`config.mk`:
```
export PLATFORM = sky130hd
export DESIGN_NAME = ioctl_rom_router_flat
export DESIGN_NICKNAME = d
export VERILOG_FILES = /design/src/rtl/ioctl_rom_router_if.sv /design/src/rtl/ioctl_rom_router.sv /design/src/flat_wrapper.sv
export SDC_FILE = /design/constraint.sdc
export NUM_CORES = 1
export LEC_CHECK = 0
export CAP_MARGIN = 15
export CORE_MARGIN = 2
export CORE_UTILIZATION = 32
export CTS_CLUSTER_DIAMETER = 80
export DETAILED_ROUTE_END_ITERATION = 7
export PLACE_DENSITY = 0.75
export REMOVE_ABC_BUFFERS = 1
export SYNTH_ARGS = -nofsm -noshare
export SYNTH_HDL_FRONTEND = slang
export SYNTH_SLANG_ARGS = --single-unit
```
`constraint.sdc`:
```
create_clock -name clk_49m -period 1.68 [get_ports clk_49m]
set_input_delay 0.504 -clock clk_49m [delete_from_list [all_inputs] [get_ports clk_49m]]
set_output_delay 0.504 -clock clk_49m [all_outputs]
set_load 0.01 [all_outputs]
```
`src/rtl/ioctl_rom_router_if.sv`:
```
// ioctl download bus bundle for the ROM router.
// Master drives the bus; the router samples it as slave.
interface ioctl_rom_router_if #(
  parameter int AW = 25
);
  logic          ioctl_download;
  logic [7:0]    ioctl_index;
  logic          ioctl_wr;
  logic [AW-1:0] ioctl_addr;
  logic [7:0]    ioctl_data;

  modport master (
    output ioctl_download,
    output ioctl_index,
    output ioctl_wr,
    output ioctl_addr,
    output ioctl_data
  );

  modport slave (
    input ioctl_download,
    input ioctl_index,
    input ioctl_wr,
    input ioctl_addr,
    input ioctl_data
  );
endinterface

```
`src/rtl/ioctl_rom_router.sv`:
```
// ROM download router: index filter, region decode, byte counting.
// Holds the CPU in reset until every required region is fully loaded.
module ioctl_rom_router #(
  parameter int NUM_REGIONS = 15,
  parameter int AW = 25,
  parameter int LAW = 16,
  parameter logic [NUM_REGIONS*AW-1:0] REGION_BASE = '0,
  parameter logic [NUM_REGIONS*AW-1:0] REGION_SIZE = '0,
  parameter logic [NUM_REGIONS-1:0] REQUIRED_MASK = '1,
  parameter logic [7:0] INDEX_VAL = 8'd0
) (
  input  logic                   clk_49m,
  input  logic                   reset,
  ioctl_rom_router_if.slave      ioctl,
  output logic [NUM_REGIONS-1:0] rom_we,
  output logic [LAW-1:0]         rom_addr,
  output logic [7:0]             rom_data,
  output logic [NUM_REGIONS-1:0] region_loaded,
  output logic                   all_loaded,
  output logic                   err_unmapped,
  output logic                   cpu_hold,
  output logic                   busy
);
  localparam int N = NUM_REGIONS;
  localparam logic [AW-1:0] ONE = AW'(1);

  typedef enum logic [2:0] {
    IDLE, LOAD, CHECK, DONE, ERROR
  } state_t;

  state_t        state;
  logic          dl_q;
  logic [AW-1:0] cnt [N];

  logic          idx_ok;
  logic          accept;
  logic          rise;
  logic [N-1:0]  hit;
  logic [N-1:0]  pick;
  logic [N-1:0]  full;
  logic [AW-1:0] pick_base;

  assign idx_ok = ioctl.ioctl_index == INDEX_VAL;
  assign rise   = ioctl.ioctl_download & ~dl_q;
  assign accept = ioctl.ioctl_wr & ioctl.ioctl_download
                & idx_ok & (state == LOAD);

  // Range decode in AW+1 bits; lowest index wins on overlap.
  always_comb begin
    hit       = '0;
    full      = '0;
    pick_base = '0;
    for (int i = 0; i < N; i++) begin
      hit[i] = (REGION_SIZE[i*AW +: AW] != '0)
             && ({1'b0, ioctl.ioctl_addr}
                 >= {1'b0, REGION_BASE[i*AW +: AW]})
             && ({1'b0, ioctl.ioctl_addr}
                 < ({1'b0, REGION_BASE[i*AW +: AW]}
                  + {1'b0, REGION_SIZE[i*AW +: AW]}));
      full[i] = (REGION_SIZE[i*AW +: AW] != '0)
              && (cnt[i] == REGION_SIZE[i*AW +: AW]);
    end
    pick = hit & (-hit);
    for (int i = 0; i < N; i++) begin
      if (pick[i]) pick_base |= REGION_BASE[i*AW +: AW];
    end
  end

  // Load FSM, write strobes, counters and status outputs.
  always_ff @(posedge clk_49m or negedge reset) begin
    if (!reset) begin
      state         <= IDLE;
      dl_q          <= 1'b0;
      rom_we        <= '0;
      rom_addr      <= '0;
      rom_data      <= '0;
      region_loaded <= '0;
      all_loaded    <= 1'b0;
      err_unmapped  <= 1'b0;
      cpu_hold      <= 1'b1;
      busy          <= 1'b0;
      for (int i = 0; i < N; i++) cnt[i] <= '0;
    end else begin
      dl_q   <= ioctl.ioctl_download;
      rom_we <= '0;
      if (accept) begin
        rom_we   <= pick;
        rom_addr <= LAW'(ioctl.ioctl_addr - pick_base);
        rom_data <= ioctl.ioctl_data;
        if (pick == '0) err_unmapped <= 1'b1;
        for (int i = 0; i < N; i++) begin
          if (pick[i] && cnt[i] != REGION_SIZE[i*AW +: AW])
            cnt[i] <= cnt[i] + ONE;
        end
      end
      case (state)
        IDLE: begin
          if (ioctl.ioctl_download && idx_ok) begin
            state         <= LOAD;
            busy          <= 1'b1;
            region_loaded <= '0;
            err_unmapped  <= 1'b0;
            for (int i = 0; i < N; i++) cnt[i] <= '0;
          end
        end
        LOAD: begin
          if (!ioctl.ioctl_download) state <= CHECK;
        end
        CHECK: begin
          region_loaded <= full;
          busy          <= 1'b0;
          if ((full & REQUIRED_MASK) == REQUIRED_MASK) begin
            state      <= DONE;
            all_loaded <= 1'b1;
            cpu_hold   <= 1'b0;
          end else begin
            state <= ERROR;
          end
        end
        DONE, ERROR: begin
          if (rise && idx_ok) begin
            state         <= LOAD;
            busy          <= 1'b1;
            all_loaded    <= 1'b0;
            cpu_hold      <= 1'b1;
            region_loaded <= '0;
            err_unmapped  <= 1'b0;
            for (int i = 0; i < N; i++) cnt[i] <= '0;
          end
        end
        default: state <= IDLE;
      endcase
    end
  end
endmodule
```
`src/flat_wrapper.sv`:
```
// flat-port wrapper written by rule: the top's interface ports become plain ports
module ioctl_rom_router_flat 
#(
  parameter int NUM_REGIONS = 15,
  parameter int AW = 25,
  parameter int LAW = 16,
  parameter logic [NUM_REGIONS*AW-1:0] REGION_BASE = '0,
  parameter logic [NUM_REGIONS*AW-1:0] REGION_SIZE = '0,
  parameter logic [NUM_REGIONS-1:0] REQUIRED_MASK = '1,
  parameter logic [7:0] INDEX_VAL = 8'd0
)
  (clk_49m, reset, rom_we, rom_addr, rom_data, region_loaded, all_loaded, err_unmapped, cpu_hold, busy, ioctl_ioctl_download, ioctl_ioctl_index, ioctl_ioctl_wr, ioctl_ioctl_addr, ioctl_ioctl_data);
  ioctl_rom_router_if #(.AW(AW)) ioctl_i ();
  input  logic clk_49m;
  input  logic reset;
  output logic [NUM_REGIONS-1:0] rom_we;
  output logic [LAW-1:0] rom_addr;
  output logic [7:0] rom_data;
  output logic [NUM_REGIONS-1:0] region_loaded;
  output logic all_loaded;
  output logic err_unmapped;
  output logic cpu_hold;
  output logic busy;
  input wire logic [$bits(ioctl_i.ioctl_download)-1:0] ioctl_ioctl_download;
  input wire logic [$bits(ioctl_i.ioctl_index)-1:0] ioctl_ioctl_index;
  input wire logic [$bits(ioctl_i.ioctl_wr)-1:0] ioctl_ioctl_wr;
  input wire logic [$bits(ioctl_i.ioctl_addr)-1:0] ioctl_ioctl_addr;
  input wire logic [$bits(ioctl_i.ioctl_data)-1:0] ioctl_ioctl_data;
  assign ioctl_i.ioctl_download = ioctl_ioctl_download;
  assign ioctl_i.ioctl_index = ioctl_ioctl_index;
  assign ioctl_i.ioctl_wr = ioctl_ioctl_wr;
  assign ioctl_i.ioctl_addr = ioctl_ioctl_addr;
  assign ioctl_i.ioctl_data = ioctl_ioctl_data;
  ioctl_rom_router #(.NUM_REGIONS(NUM_REGIONS), .AW(AW), .LAW(LAW), .REGION_BASE(REGION_BASE), .REGION_SIZE(REGION_SIZE), .REQUIRED_MASK(REQUIRED_MASK), .INDEX_VAL(INDEX_VAL)) u_core (.clk_49m(clk_49m), .reset(reset), .ioctl(ioctl_i), .rom_we(rom_we), .rom_addr(rom_addr), .rom_data(rom_data), .region_loaded(region_loaded), .all_loaded(all_loaded), .err_unmapped(err_unmapped), .cpu_hold(cpu_hold), .busy(busy));
endmodule
```
* After elaboration in Yosys (flattened, before gate mapping)
Index checks and enable logic that the tools add are counted.
** Cells by class
- Equality and inequality tests :: 7
- Mux-type cells :: 14
- Bitwise gates (word level) :: 5
- Reduce and logical (&&, ||, !) cells :: 8
** Operator list (count)
- $pmux W15 S3 :: 1
- $mux W15 :: 2
- $pmux W3 S4 :: 1
- $mux W3 :: 3
- $logic_not A8 Y1 :: 1
- $eq A3 B2 Y1 const B :: 2
- $reduce_and A3 Y1 :: 2
- $mux W1 :: 5
- $and A1 B1 Y1 :: 4
- $ne A2 B1 Y1 const B :: 2
- $eq A3 B1 Y1 const B :: 1
- $eq A3 B3 Y1 const B :: 1
- $logic_not A3 Y1 :: 1
- $pmux W1 S3 :: 1
- $reduce_bool A3 Y1 :: 1
- $logic_and A1 B1 Y1 :: 2
- $ne A2 B2 Y1 const B :: 1
- $pmux W1 S2 :: 1
- $reduce_or A2 Y1 :: 1
- $not A1 Y1 :: 1
** Word-level totals
- Bits in registers :: 45
- Input port bits :: 45
- Output and inout bits :: 58
- Word-level logic and storage cells :: 41

* Longest topological paths before layout
- Depth after elaboration :: 6
- Mapped depth :: 6
- Gate-level depth less buffers :: 3

* Least setup slack after synthesis
OpenSTA, ideal clock, no wires.
- Path type :: input port to flip-flop
- From :: input port ioctl_ioctl_index[5]
- To :: register u_core.rom_addr[10]
- Library setup time :: 0.125 ns
- Data arrival time :: 1.562 ns
- Data required time :: 1.555 ns
- Path slack :: -0.007 ns
- Cell stages on the path :: 5
- Path buffers :: 2
- Cells stage by stage :: nor4_4 -> and4_1 -> buf_6 -> buf_12 -> mux2_4
** Between the ends
- Longest elaborated chain between the ends :: 3
** Ends and longest elaborated chain
- from (decl) :: RTL line flat_wrapper.sv:25 : input wire logic [$bits(ioctl_i.ioctl_index)-1:0] ioctl_ioctl_index;
- $logic_not A8 Y1 :: RTL line ioctl_rom_router.sv:43 : assign idx_ok = ioctl.ioctl_index == INDEX_VAL;
- $and A1 B1 Y1 (2 in a row) :: RTL line ioctl_rom_router.sv:46 : & idx_ok & (state == LOAD);
- to (signal assigned) :: RTL line ioctl_rom_router.sv:88 : rom_addr <= LAW'(ioctl.ioctl_addr - pick_base);
- to (decl) :: RTL line ioctl_rom_router.sv:16 : output logic [LAW-1:0] rom_addr,
Every way passes these cells.
A chain may end at the register's enable or synchronous reset.

* Worst setup path after layout
- From :: register u_core.state[2]
- To :: register u_core.rom_data[3]
** Between the ends
- Longest elaborated chain between the ends :: 2
** Ends and longest elaborated chain
- from (decl) :: RTL line ioctl_rom_router.sv:31 : state_t state;
- from (signal assigned) :: RTL line ioctl_rom_router.sv:72 : state <= IDLE;
- from (signal assigned) :: RTL line ioctl_rom_router.sv:99 : state <= LOAD;
- from (signal assigned) :: RTL line ioctl_rom_router.sv:107 : if (!ioctl.ioctl_download) state <= CHECK;
- $eq A3 B1 Y1 :: RTL line ioctl_rom_router.sv:46
- $and A1 B1 Y1 :: RTL line ioctl_rom_router.sv:46
- to (signal assigned) :: RTL line ioctl_rom_router.sv:89 : rom_data <= ioctl.ioctl_data;
- to (decl) :: RTL line ioctl_rom_router.sv:17 : output logic [7:0] rom_data,
Every way passes these cells.

==> results.tsv <==
stage	metric	value	unit
die	total I/O pin count	103	
timing	Final min period	1620	ps
setup_path	critical path class	reg -> reg	
synthesis	Yosys reg bits	30	
synthesis	xor and xnor area share after synthesis	0.559	%
timing	Final Hold Viols	0	
synthesis	Synth Area in Compound Gates	3.51	%
synthesis	yosys warns	0	
grt	largest net degree at the start of global routing	31	
clocking	CTS Buffer Depth	2	
clocking	total clock buffers created by CTS	5	
cells_and_area	Final Net Count	233	
detailed_routing	Remaining DRCs	0	
grt	vias in the first global route	972	
die	die height	74.0	um
synthesis	largest family of logic cells by synthesized area	multiplexers	
detailed_routing	DR pass1 iterations	3	
setup_path	kind of end point of the critical path	flop	
synthesis	mapped cell area	1570	um2
clocking	CTS tree	yes	
place	hpwl dp	2.32	mm
synthesis	Seq/Total Area, Yosys	47.9	%
grt	first-pass GRT wire length	4.70	mm
timing	RSZ-0062 raised after global routing	no	
timing	final-report setup violation count	0	
clocking	Reg clk slew, reported paths	70	ps
die	initial core utilization	33.2	%
setup_path	r2r worst-path depth	4	
setup_path	Arrival @ worst endpoint	1780	ps
setup_path	reg-to-reg critical path startpoint	u_core.state[2]	
setup_path	flop-to-flop setup slack	60	ps
grt	Tot GR Track Use	11.5	%
timing	skew final	2.24	ps
timing	hold slack final	500	ps
synthesis	Post-Syn Instances	113	
clocking	CTS Sinks	30	
synthesis	Adder-Cell Fraction of Synth Area	0	%
die	Placeable Area	4720	um2
setup_path	Worst Setup SP	u_core.state[2]	
min_path	min-delay src	u_core.busy	
power	pwr dens	692	nW/um2
power	Leakage	0.00133	uW
clocking	clock latency on the worst-skew pair	270	ps
cells_and_area	layout cells sized above 1	27.5	%
place	# port buffers	61	
synthesis	synth unique cells	25	
setup_path	CP Max Fanout	8	
cells_and_area	Area Overhead vs Synth	48.9	%
synthesis	Synth Area in Simple Gates	6.15	%
die	die width	74.0	um
grt	grt ovf	0	
timing	fmax	0.618	GHz
min_path	hold depth	2	
synthesis	mux cell area share after synthesis	21.8	%
detailed_routing	Iter 0 DRT Violations	26	
status	outcome	finished, final reports clean	
detailed_routing	final wirelength	3.17	mm
grt	antenna violations before repair	0	
detailed_routing	vias	1013	
detailed_routing	vias per cell	3.96	
place	RD Place Congestion	0.744	
timing	Slew Limit Fails	0	
min_path	HP Class	reg -> reg	
clocking	root buf cell	clkbuf_8	
timing	Tcrit/Tclk final	96.3	%
detailed_routing	antenna violation net count after detailed routing	0	
place	dpl cell area	2180	um2
die	die area	5470	um2
power	VDD IR-drop max	0.327	mV
cells_and_area	Antenna diodes	0	
detailed_routing	wire length per cell	12.4	um
die	Core Rows	25	
flow_run	max cap viols	0	
clocking	htree depth	2	
min_path	Worst Hold Endpoint	u_core.busy	
synthesis	Syn Area/Cell	13.9	um2
cells_and_area	Util after Layout	49.4	%
cells_and_area	post-route cell area	2330	um2
setup_path	crit path launch type	flop	
setup_path	Required @ worst endpoint	1840	ps
setup_path	worst reg2reg path endpoint	u_core.rom_data[3]	
Yosys cell counts:
master,instances,area (um2)
nand2_1,1,3.75
nor2_1,2,7.51
nand2b_1,1,6.26
nor4bb_1,2,20.0
conb_1,2,7.51
buf_12,2,40.0
o2111ai_1,1,8.76
buf_4,32,240
or2b_1,1,7.51
o2bb2ai_1,1,8.76
a311oi_1,2,17.5
mux2_4,19,285
buf_6,2,22.5
a211oi_1,1,7.51
and2b_1,1,7.51
mux2_2,5,56.3
nor4_4,1,21.3
and3_1,1,6.26
o21ai_0,1,5.00
dfrtp_1,30,751
xnor2_1,1,8.76
inv_1,1,3.75
and4_1,1,8.76
nor3b_1,1,7.51
o21a_1,1,7.51
power breakdown:
| part | internal [uW] | switching (uW) | leakage, uW |
|---|---|---|---|
| registers | 728 | 4.93 | 0.000411 |
| logic | 93.4 | 77.6 | 0.000859 |
| clock network | 436 | 274 | 0.0000579 |
area by class of cell:
cell class	instances	area [um2]
multi-input cells	76	653
flip-flops and latches	30	751
repair buffers	74	732
clock inverters	3	40.0
inverters	1	3.75
well taps	67	83.8
fillers	442	2390
clock buffers	5	68.8
state kept, by name (all words and copies together), names as in the netlist:
| signal | count |
|---|---|
| u_core.dl_q | 1 |
| u_core.err_unmapped | 1 |
| u_core.state | 3 |
| u_core.rom_data | 8 |
| u_core.busy | 1 |
| u_core.rom_addr | 16 |
worst max-delay path, stage by stage, from the launching register on:
cell and delay (ps):
dfrtp_1 410, nor4bb_4 290, and4_4 310, buf_6 180, mux2_4 310
metrics by stage:
step                TNS (ps)  cells  power, uW  setup WS, ps
floorplan             -13930    107        794          -618
global placement      -14160    244        915          -572
detailed placement    -16490    244        915          -667
CTS                        0    256       1640        0.0310
global route               0    256       1690          11.3
finish                     0    256       1610          62.5
cell usage in the layout, fill, tap and decap left out, types with 3 or more instances in the layout:
| cell type | instances |
|---|---|
| buf_12 | 3 |
| buf_4 | 9 |
| clkbuf_8 | 5 |
| clkdlybuf4s50_1 | 25 |
| conb_1 | 32 |
| dfrtp_1 | 30 |
| dlygate4sd2_1 | 24 |
| dlymetal6s2s_1 | 9 |
| mux2_2 | 5 |
| mux2_4 | 19 |
timing repair:
item                                    in CTS  in global routing
hold buffers                                 0                  0
cloned                                       1                  0
endpoints found under the setup margin      42                 25
gates resized for setup                     43                  9
buffers inserted                             3                  2
pin swaps                                    4                  2
cell families (layout without fill, tap and decap cells):
kind of cell,count (synthesis),in the layout
AND/OR/NAND/NOR,12,12
flip-flops,30,30
multiplexers,24,24
XOR/XNOR,1,1
buffers and inverters,37,83
AO/OA/AOI/OAI,7,7
other,2,32
how the worst max path moves through the flow:
stage / endpoint / slack (ps) / cells past startpoint
2_1_floorplan: u_core.rom_addr[0] / -620 / 3
3_3_place_gp: u_core.rom_addr[4] / -570 / 5
3_5_place_dp: u_core.rom_addr[15] / -670 / 5
4_1_cts: rom_addr[1] / 0.03 / 1
5_1_grt: u_core.rom_addr[11] / 10 / 4
6_report: u_core.rom_data[3] / 60 / 4
routing by layer:
layer	track usage, %	vias up	routed length [um]
li1	-	469	-
met1	14.9	477	1400
met2	18.0	65	1440
met3	3.39	2	298
met4	4.85	0	30
met5	0	-	0
Note: power is estimated with default switching activity, not from simulation.
